### src/rtl/if_fetch_pkg.sv
// Shared defines for the instruction fetch stage: FSM state encodings and
// the opcodes the static branch predictor recognises.
package if_fetch_pkg;

  localparam logic [1:0] StIssue = 2'd0;
  localparam logic [1:0] StWait  = 2'd1;
  localparam logic [1:0] StHold  = 2'd2;
  localparam logic [1:0] StDrain = 2'd3;

  localparam logic [6:0] OpcJal    = 7'b1101111;
  localparam logic [6:0] OpcBranch = 7'b1100011;

endpackage

### src/rtl/if_fetch_if.sv
// Byte-serial memory read channel between the fetch stage (master) and the
// memory controller (slave). Port suffixes are from the fetch stage's side.
interface if_fetch_if;

  logic        mem_req_o;
  logic [31:0] mem_addr_o;
  logic        mem_valid_i;
  logic [7:0]  mem_data_i;

  modport master (
    output mem_req_o,
    output mem_addr_o,
    input  mem_valid_i,
    input  mem_data_i
  );

  modport slave (
    input  mem_req_o,
    input  mem_addr_o,
    output mem_valid_i,
    output mem_data_i
  );

endinterface

### src/rtl/if_predict.sv
// Static branch predictor: JAL and backward conditional branches are taken,
// everything else (including JALR) falls through to pc + 4.
module if_predict
  import if_fetch_pkg::*;
(
  input  logic [31:0] pc_i,
  input  logic [31:0] w_i,
  output logic [31:0] next_pc_o,
  output logic        br_o
);

  logic [31:0] imm_j;
  logic [31:0] imm_b;

  assign imm_j = {{12{w_i[31]}}, w_i[19:12], w_i[20], w_i[30:21], 1'b0};
  assign imm_b = {{20{w_i[31]}}, w_i[7], w_i[30:25], w_i[11:8], 1'b0};

  always_comb begin
    next_pc_o = pc_i + 32'd4;
    br_o      = 1'b0;
    if (w_i[6:0] == OpcJal) begin
      next_pc_o = pc_i + imm_j;
      br_o      = 1'b1;
    end else if ((w_i[6:0] == OpcBranch) && w_i[31]) begin
      next_pc_o = pc_i + imm_b;
      br_o      = 1'b1;
    end
  end

endmodule

### src/rtl/if_fetch.sv
// Instruction fetch stage: issues one request at a time, assembles four bytes
// little-endian, predicts the next PC and holds the result until decode takes it.
module if_fetch
  import if_fetch_pkg::*;
#(
  parameter logic [31:0] RESET_PC = 32'h0
) (
  input  logic               clk,
  input  logic               rst,
  input  logic               stall_i,
  input  logic               branch_interception_i,
  input  logic [31:0]        branch_target_i,
  if_fetch_if.master         mem_bus,
  output logic               valid_o,
  output logic [31:0]        pc_o,
  output logic [31:0]        inst_o,
  output logic               br_o
);

  logic [1:0]  state_q, state_d;
  logic [1:0]  cnt_q, cnt_d;
  logic [31:0] fetch_pc_q, fetch_pc_d;
  logic [31:0] word_q, word_d;
  logic        valid_q, valid_d;
  logic [31:0] pc_q, pc_d;
  logic [31:0] inst_q, inst_d;
  logic        br_q, br_d;

  logic        slot_free;
  logic        last_byte;
  logic        load;
  logic [31:0] full_word;
  logic [31:0] pred_next_pc;
  logic        pred_br;

  assign slot_free = !valid_q || !stall_i;
  assign last_byte = mem_bus.mem_valid_i && (cnt_q == 2'd3);
  // In HOLD the whole word is parked; in WAIT the 4th byte is still on the bus.
  assign full_word = (state_q == StHold) ? word_q : {mem_bus.mem_data_i, word_q[23:0]};

  if_predict u_predict (
    .pc_i      (fetch_pc_q),
    .w_i       (full_word),
    .next_pc_o (pred_next_pc),
    .br_o      (pred_br)
  );

  always_comb begin
    state_d    = state_q;
    cnt_d      = cnt_q;
    fetch_pc_d = fetch_pc_q;
    word_d     = word_q;
    valid_d    = valid_q;
    pc_d       = pc_q;
    inst_d     = inst_q;
    br_d       = br_q;
    load       = 1'b0;

    if (valid_q && !stall_i) begin
      valid_d = 1'b0;
    end

    case (state_q)
      StIssue: begin
        state_d = StWait;
        cnt_d   = 2'd0;
      end
      StWait: begin
        if (mem_bus.mem_valid_i) begin
          if (cnt_q == 2'd3) begin
            if (slot_free) begin
              load = 1'b1;
            end else begin
              word_d  = full_word;
              state_d = StHold;
            end
          end else begin
            word_d[{cnt_q, 3'b000} +: 8] = mem_bus.mem_data_i;
            cnt_d = cnt_q + 2'd1;
          end
        end
      end
      StHold: begin
        if (slot_free) begin
          load = 1'b1;
        end
      end
      default: begin
        if (mem_bus.mem_valid_i) begin
          if (cnt_q == 2'd3) begin
            state_d = StIssue;
          end else begin
            cnt_d = cnt_q + 2'd1;
          end
        end
      end
    endcase

    if (load && !branch_interception_i) begin
      valid_d    = 1'b1;
      pc_d       = fetch_pc_q;
      inst_d     = full_word;
      br_d       = pred_br;
      fetch_pc_d = pred_next_pc;
      state_d    = StIssue;
    end

    // Redirect wins over everything; bytes still owed must be drained first.
    if (branch_interception_i) begin
      valid_d    = 1'b0;
      fetch_pc_d = branch_target_i;
      if ((state_q == StIssue) ||
          (((state_q == StWait) || (state_q == StDrain)) && !last_byte)) begin
        state_d = StDrain;
      end else begin
        state_d = StIssue;
      end
    end
  end

  always_ff @(posedge clk) begin
    if (rst) begin
      state_q    <= StIssue;
      cnt_q      <= 2'd0;
      fetch_pc_q <= RESET_PC;
      word_q     <= 32'h0;
      valid_q    <= 1'b0;
      pc_q       <= 32'h0;
      inst_q     <= 32'h0;
      br_q       <= 1'b0;
    end else begin
      state_q    <= state_d;
      cnt_q      <= cnt_d;
      fetch_pc_q <= fetch_pc_d;
      word_q     <= word_d;
      valid_q    <= valid_d;
      pc_q       <= pc_d;
      inst_q     <= inst_d;
      br_q       <= br_d;
    end
  end

  assign mem_bus.mem_req_o  = (state_q == StIssue) && !rst;
  assign mem_bus.mem_addr_o = mem_bus.mem_req_o ? fetch_pc_q : 32'h0;

  assign valid_o = valid_q;
  assign pc_o    = pc_q;
  assign inst_o  = inst_q;
  assign br_o    = br_q;

endmodule

### src/flat_wrapper.sv
// flat-port wrapper written by rule: the top's interface ports become plain ports
module if_fetch_flat import if_fetch_pkg::*;
#(
  parameter logic [31:0] RESET_PC = 32'h0
)
  (clk, rst, stall_i, branch_interception_i, branch_target_i, valid_o, pc_o, inst_o, br_o, mem_bus_mem_req_o, mem_bus_mem_addr_o, mem_bus_mem_valid_i, mem_bus_mem_data_i);
  if_fetch_if mem_bus_i ();
  input  logic clk;
  input  logic rst;
  input  logic stall_i;
  input  logic branch_interception_i;
  input  logic [31:0] branch_target_i;
  output logic valid_o;
  output logic [31:0] pc_o;
  output logic [31:0] inst_o;
  output logic br_o;
  output wire logic [$bits(mem_bus_i.mem_req_o)-1:0] mem_bus_mem_req_o;
  output wire logic [$bits(mem_bus_i.mem_addr_o)-1:0] mem_bus_mem_addr_o;
  input wire logic [$bits(mem_bus_i.mem_valid_i)-1:0] mem_bus_mem_valid_i;
  input wire logic [$bits(mem_bus_i.mem_data_i)-1:0] mem_bus_mem_data_i;
  assign mem_bus_mem_req_o = mem_bus_i.mem_req_o;
  assign mem_bus_mem_addr_o = mem_bus_i.mem_addr_o;
  assign mem_bus_i.mem_valid_i = mem_bus_mem_valid_i;
  assign mem_bus_i.mem_data_i = mem_bus_mem_data_i;
  if_fetch #(.RESET_PC(RESET_PC)) u_core (.clk(clk), .rst(rst), .stall_i(stall_i), .branch_interception_i(branch_interception_i), .branch_target_i(branch_target_i), .mem_bus(mem_bus_i), .valid_o(valid_o), .pc_o(pc_o), .inst_o(inst_o), .br_o(br_o));
endmodule
### config.mk
export PLATFORM = sky130hd
export DESIGN_NAME = if_fetch_flat
export DESIGN_NICKNAME = d
export VERILOG_FILES = /design/src/rtl/if_fetch_pkg.sv /design/src/rtl/if_fetch_if.sv /design/src/rtl/if_predict.sv /design/src/rtl/if_fetch.sv /design/src/flat_wrapper.sv
export SDC_FILE = /design/constraint.sdc
export NUM_CORES = 1
export LEC_CHECK = 0
export CORE_ASPECT_RATIO = 1.25
export CORE_MARGIN = 8
export CORE_UTILIZATION = 40
export DETAILED_ROUTE_END_ITERATION = 6
export GPL_TIMING_DRIVEN = 1
export SETUP_SLACK_MARGIN = 0.05
export SLEW_MARGIN = 20
export SYNTH_ARGS = -nofsm -noshare
export SYNTH_HDL_FRONTEND = slang
export SYNTH_SLANG_ARGS = --single-unit
### constraint.sdc
create_clock -name clk -period 10.9 [get_ports clk]
set_input_delay 2.18 -clock clk [delete_from_list [all_inputs] [get_ports clk]]
set_output_delay 2.18 -clock clk [all_outputs]
set_load 0.005 [all_outputs]
==> qor.txt <==
Worst r2r dst - u_core.fetch_pc_q[31]
Worst Setup SP - rst
Final wirelength - 36.6 mm
R2r worst-path depth - 13
Die width - 154 um
WP buf/inv - 3
Pin count of the biggest net entering global routing - 89
Leakage Power - 4.33 nW
CTS HTree Levels - 4
Worst reg2reg setup slack - 6.41 ns
Hpwl dp - 27.1 mm
# setup viols final - 0
Core ar. - 23,500 sq um
Clock Pin Slew Worst Setup and Hold Paths - 0.07 ns
Total gr overflow - 0
Syn nets - 1,397
Slew headroom - 26.1%
Unrepaired setup endpoints after global routing - no
Die Y - 188 um
IO Count - 144
Max-slew violations - 0
CTS Root Cell - clkbuf_16
Total power - 1.57 mW
Status - finished, final reports clean
CTS Buf Count - 17
Synth Warn # - 0
ANT nets after route - 0
Critical-path top delay cell - inv_1
CP cell instances - buf_4, inv_1, and3_1, clkdlybuf4s50_1
Top cells by count, synth - nand2_1 (220), a21oi_1 (179), dfxtp_1 (134)
Critical path capture point type - primary output
CP peak stage delay - 0.62 ns
Met3 wire len - 1.57 mm
Mapped Avg Cell Area - 7.34 sq um
DR WL met2 - 19.2 mm
Final Hold Slack - 0.454 ns
Antenna violations before repair - 1
Initial Util - 40.4%
Netlist cell types - 77
Family with the most delay on the worst path - buffers and inverters
N_diodes - 0
Port bufs - 143
Hold Path Class - reg -> reg
Max Cap Viol - 0
Final hold violation count - 0
Cell area after synthesis - 9480 sq um
Bufs on Longest Clock Path - 2
Metal-1 WL - 13.9 mm
Post-CTS Setup Bufs - 0
TNS Setup - 0 ns
Via density - 6.03
CP max FO - 42
Nature of the critical path startpoint - input port
Fillers - 2,411
Final period util - 57.8%
Die ar. - 28,900 sq um
Post-synthesis sequential area ratio - 28.3%
Worst setup endpoint - mem_bus_mem_addr_o[29]
Area delta synth->final - 22.5%
Clock skew - 0.0138 ns
Crit path kind - in -> out
Worst-Margin Slew - 1.09 ns
Count leader, synth - nand2_1
Final min period - 6.31 ns
CTS tree - done
Clock sinks - 134
GRT Util Overall - 24.8%
Placer Congestion - 0.938
Vias in the first global route - 9,937
Synth Register Bits - 134
Gate Count Post-Synth - 1,292
Non-Filler Instances - 1,684
Initial DRC Count - 774
DRC violations left - 0
Synth area leaders - dfxtp_1 (28%), a21oi_1 (9.4%), nand2_1 (8.7%), ha_1 (7.7%), nor2_1 (3.2%)
Cts hold-fix bufs - 0
Final nets - 1,484
Peak supply drop - 0.111 mV
Share of cells above drive strength 1 - 5.39%
DR WL/cell - 21.7 um
Number of detailed-route iterations in the first pass - 5
EDFF count, synth - 0
FFs w/ async S/R, synth - 0%
Placed Cells - 1,652
Worst path required time - 8.72 ns
PwrDens - 135 nW/um^2
Vias - 10.2k
Critical R2R Launch - u_core.state_q[0]
Largest area contributor in the netlist - dfxtp_1
Yosys top cell area share - 28.3%
CP Depth - 4
Prevailing post-synth register cell - dfxtp_1
Critical path arrival - 4.13 ns
Fmax - 159 MHz
Post-CTS sizing - 0
Site Rows - 63
First-pass GRT wire length - 56.7 mm
Top sig layer - met4
Final core occ - 49.5%
Worst-skew pair later-pin latency - 0.42 ns
## worst min-delay path by stage
stage	slack [ns]	start	cells after the start	end
2_1_floorplan	0.44	u_core.fetch_pc_q[0]	2	u_core.pc_o[0]
3_3_place_gp	0.44	u_core.pc_o[8]	2	u_core.pc_o[8]
3_5_place_dp	0.45	u_core.pc_o[14]	2	u_core.pc_o[14]
4_1_cts	0.45	u_core.pc_o[14]	2	u_core.pc_o[14]
5_1_grt	0.47	u_core.pc_o[5]	2	u_core.pc_o[5]
6_report	0.45	u_core.pc_o[20]	2	u_core.pc_o[20]
## worst reg2reg max path: stages, from the launching register on
cell	delay (ns)
dfxtp_1	0.37
inv_1	0.12
ha_1	0.49
mux2i_2	0.49
inv_2	0.34
ha_1	0.55
a21oi_1	0.26
o211ai_1	0.11
a221oi_1	0.63
o21ai_0	0.19
a211oi_1	0.38
mux2i_1	0.13
a211oi_1	0.22
o22ai_1	0.11
## final cells by class
cell class / instances / area (sq um) / share of cell area [%]
multi-input combinational: 1046 / 6360 / 54.8
sequential: 134 / 2680 / 23.1
timing repair buffer: 156 / 1520 / 13.1
clock buffer: 18 / 439 / 3.78
tap: 292 / 365 / 3.15
clock inverter: 14 / 156 / 1.35
inverter: 24 / 90.1 / 0.776
## through the flow
| step | cell area (sq um) | setup WS, ns |
|---|---|---|
| 6_report | 11600 | 4.59 |
| 2_1_floorplan | 9480 | 5.62 |
| 3_3_place_gp | 11000 | 4.67 |
| 3_5_place_dp | 11000 | 4.64 |
| 4_1_cts | 11600 | 4.61 |
| 5_1_grt | 11600 | 4.47 |
## routing by layer
metal	track usage (%)	vias to the layer above
li1	-	4906
met1	26.7	4816
met2	46.0	330
met3	3.18	99
met4	13.5	0
met5	0	-
## placed cells by master (no fill, tap or decap), types with 5 or more instances in the layout
cell,instances
and4_1,10
o21a_1,9
o211ai_1,19
a2111oi_0,7
nor2b_1,6
o22ai_1,5
nand2b_1,13
inv_6,6
nor4_1,9
a221o_1,5
xor2_1,24
nand4_1,17
a21o_1,18
dfxtp_1,134
clkdlybuf4s50_1,141
or3_1,16
a221oi_1,9
and3_1,45
xnor2_1,16
nor2_1,80
ha_1,58
and2_1,7
nand2_1,219
o21ai_1,10
mux2_2,7
o221ai_1,9
a22oi_1,17
buf_4,14
o21ai_0,44
inv_1,22
a31oi_1,13
a211oi_1,22
mux2i_1,10
nor3_1,31
clkbuf_16,17
nand3_1,52
a21oi_1,178
## flip-flops by register name (all words and copies together), names as in the netlist
name,flops
u_core.br_o,1
u_core.cnt_q,2
u_core.fetch_pc_q,32
u_core.inst_o,32
u_core.pc_o,32
u_core.state_q,2
u_core.valid_o,1
u_core.word_q,32
## cell families after synthesis
kind of cell	Yosys count	synth area share, %
and+or+nand+nor	519	25.8
buffers and inverters	112	4.76
muxes	18	2.03
adders and majority gates	60	8.08
xor gates and xnor gates	40	3.69
DFF	134	28.3
AOI/OAI and AO/OA	409	27.3
## where the power goes
group          switching [mW]  total, mW  internal, mW  leakage, nW
clock network           0.271      0.603         0.332        0.287
logic                   0.264      0.424         0.160         2.95
registers              0.0361      0.543         0.507         1.09
total                   0.571       1.57          1.00         4.33
No activity file was read; power rests on OpenSTA's default activity.
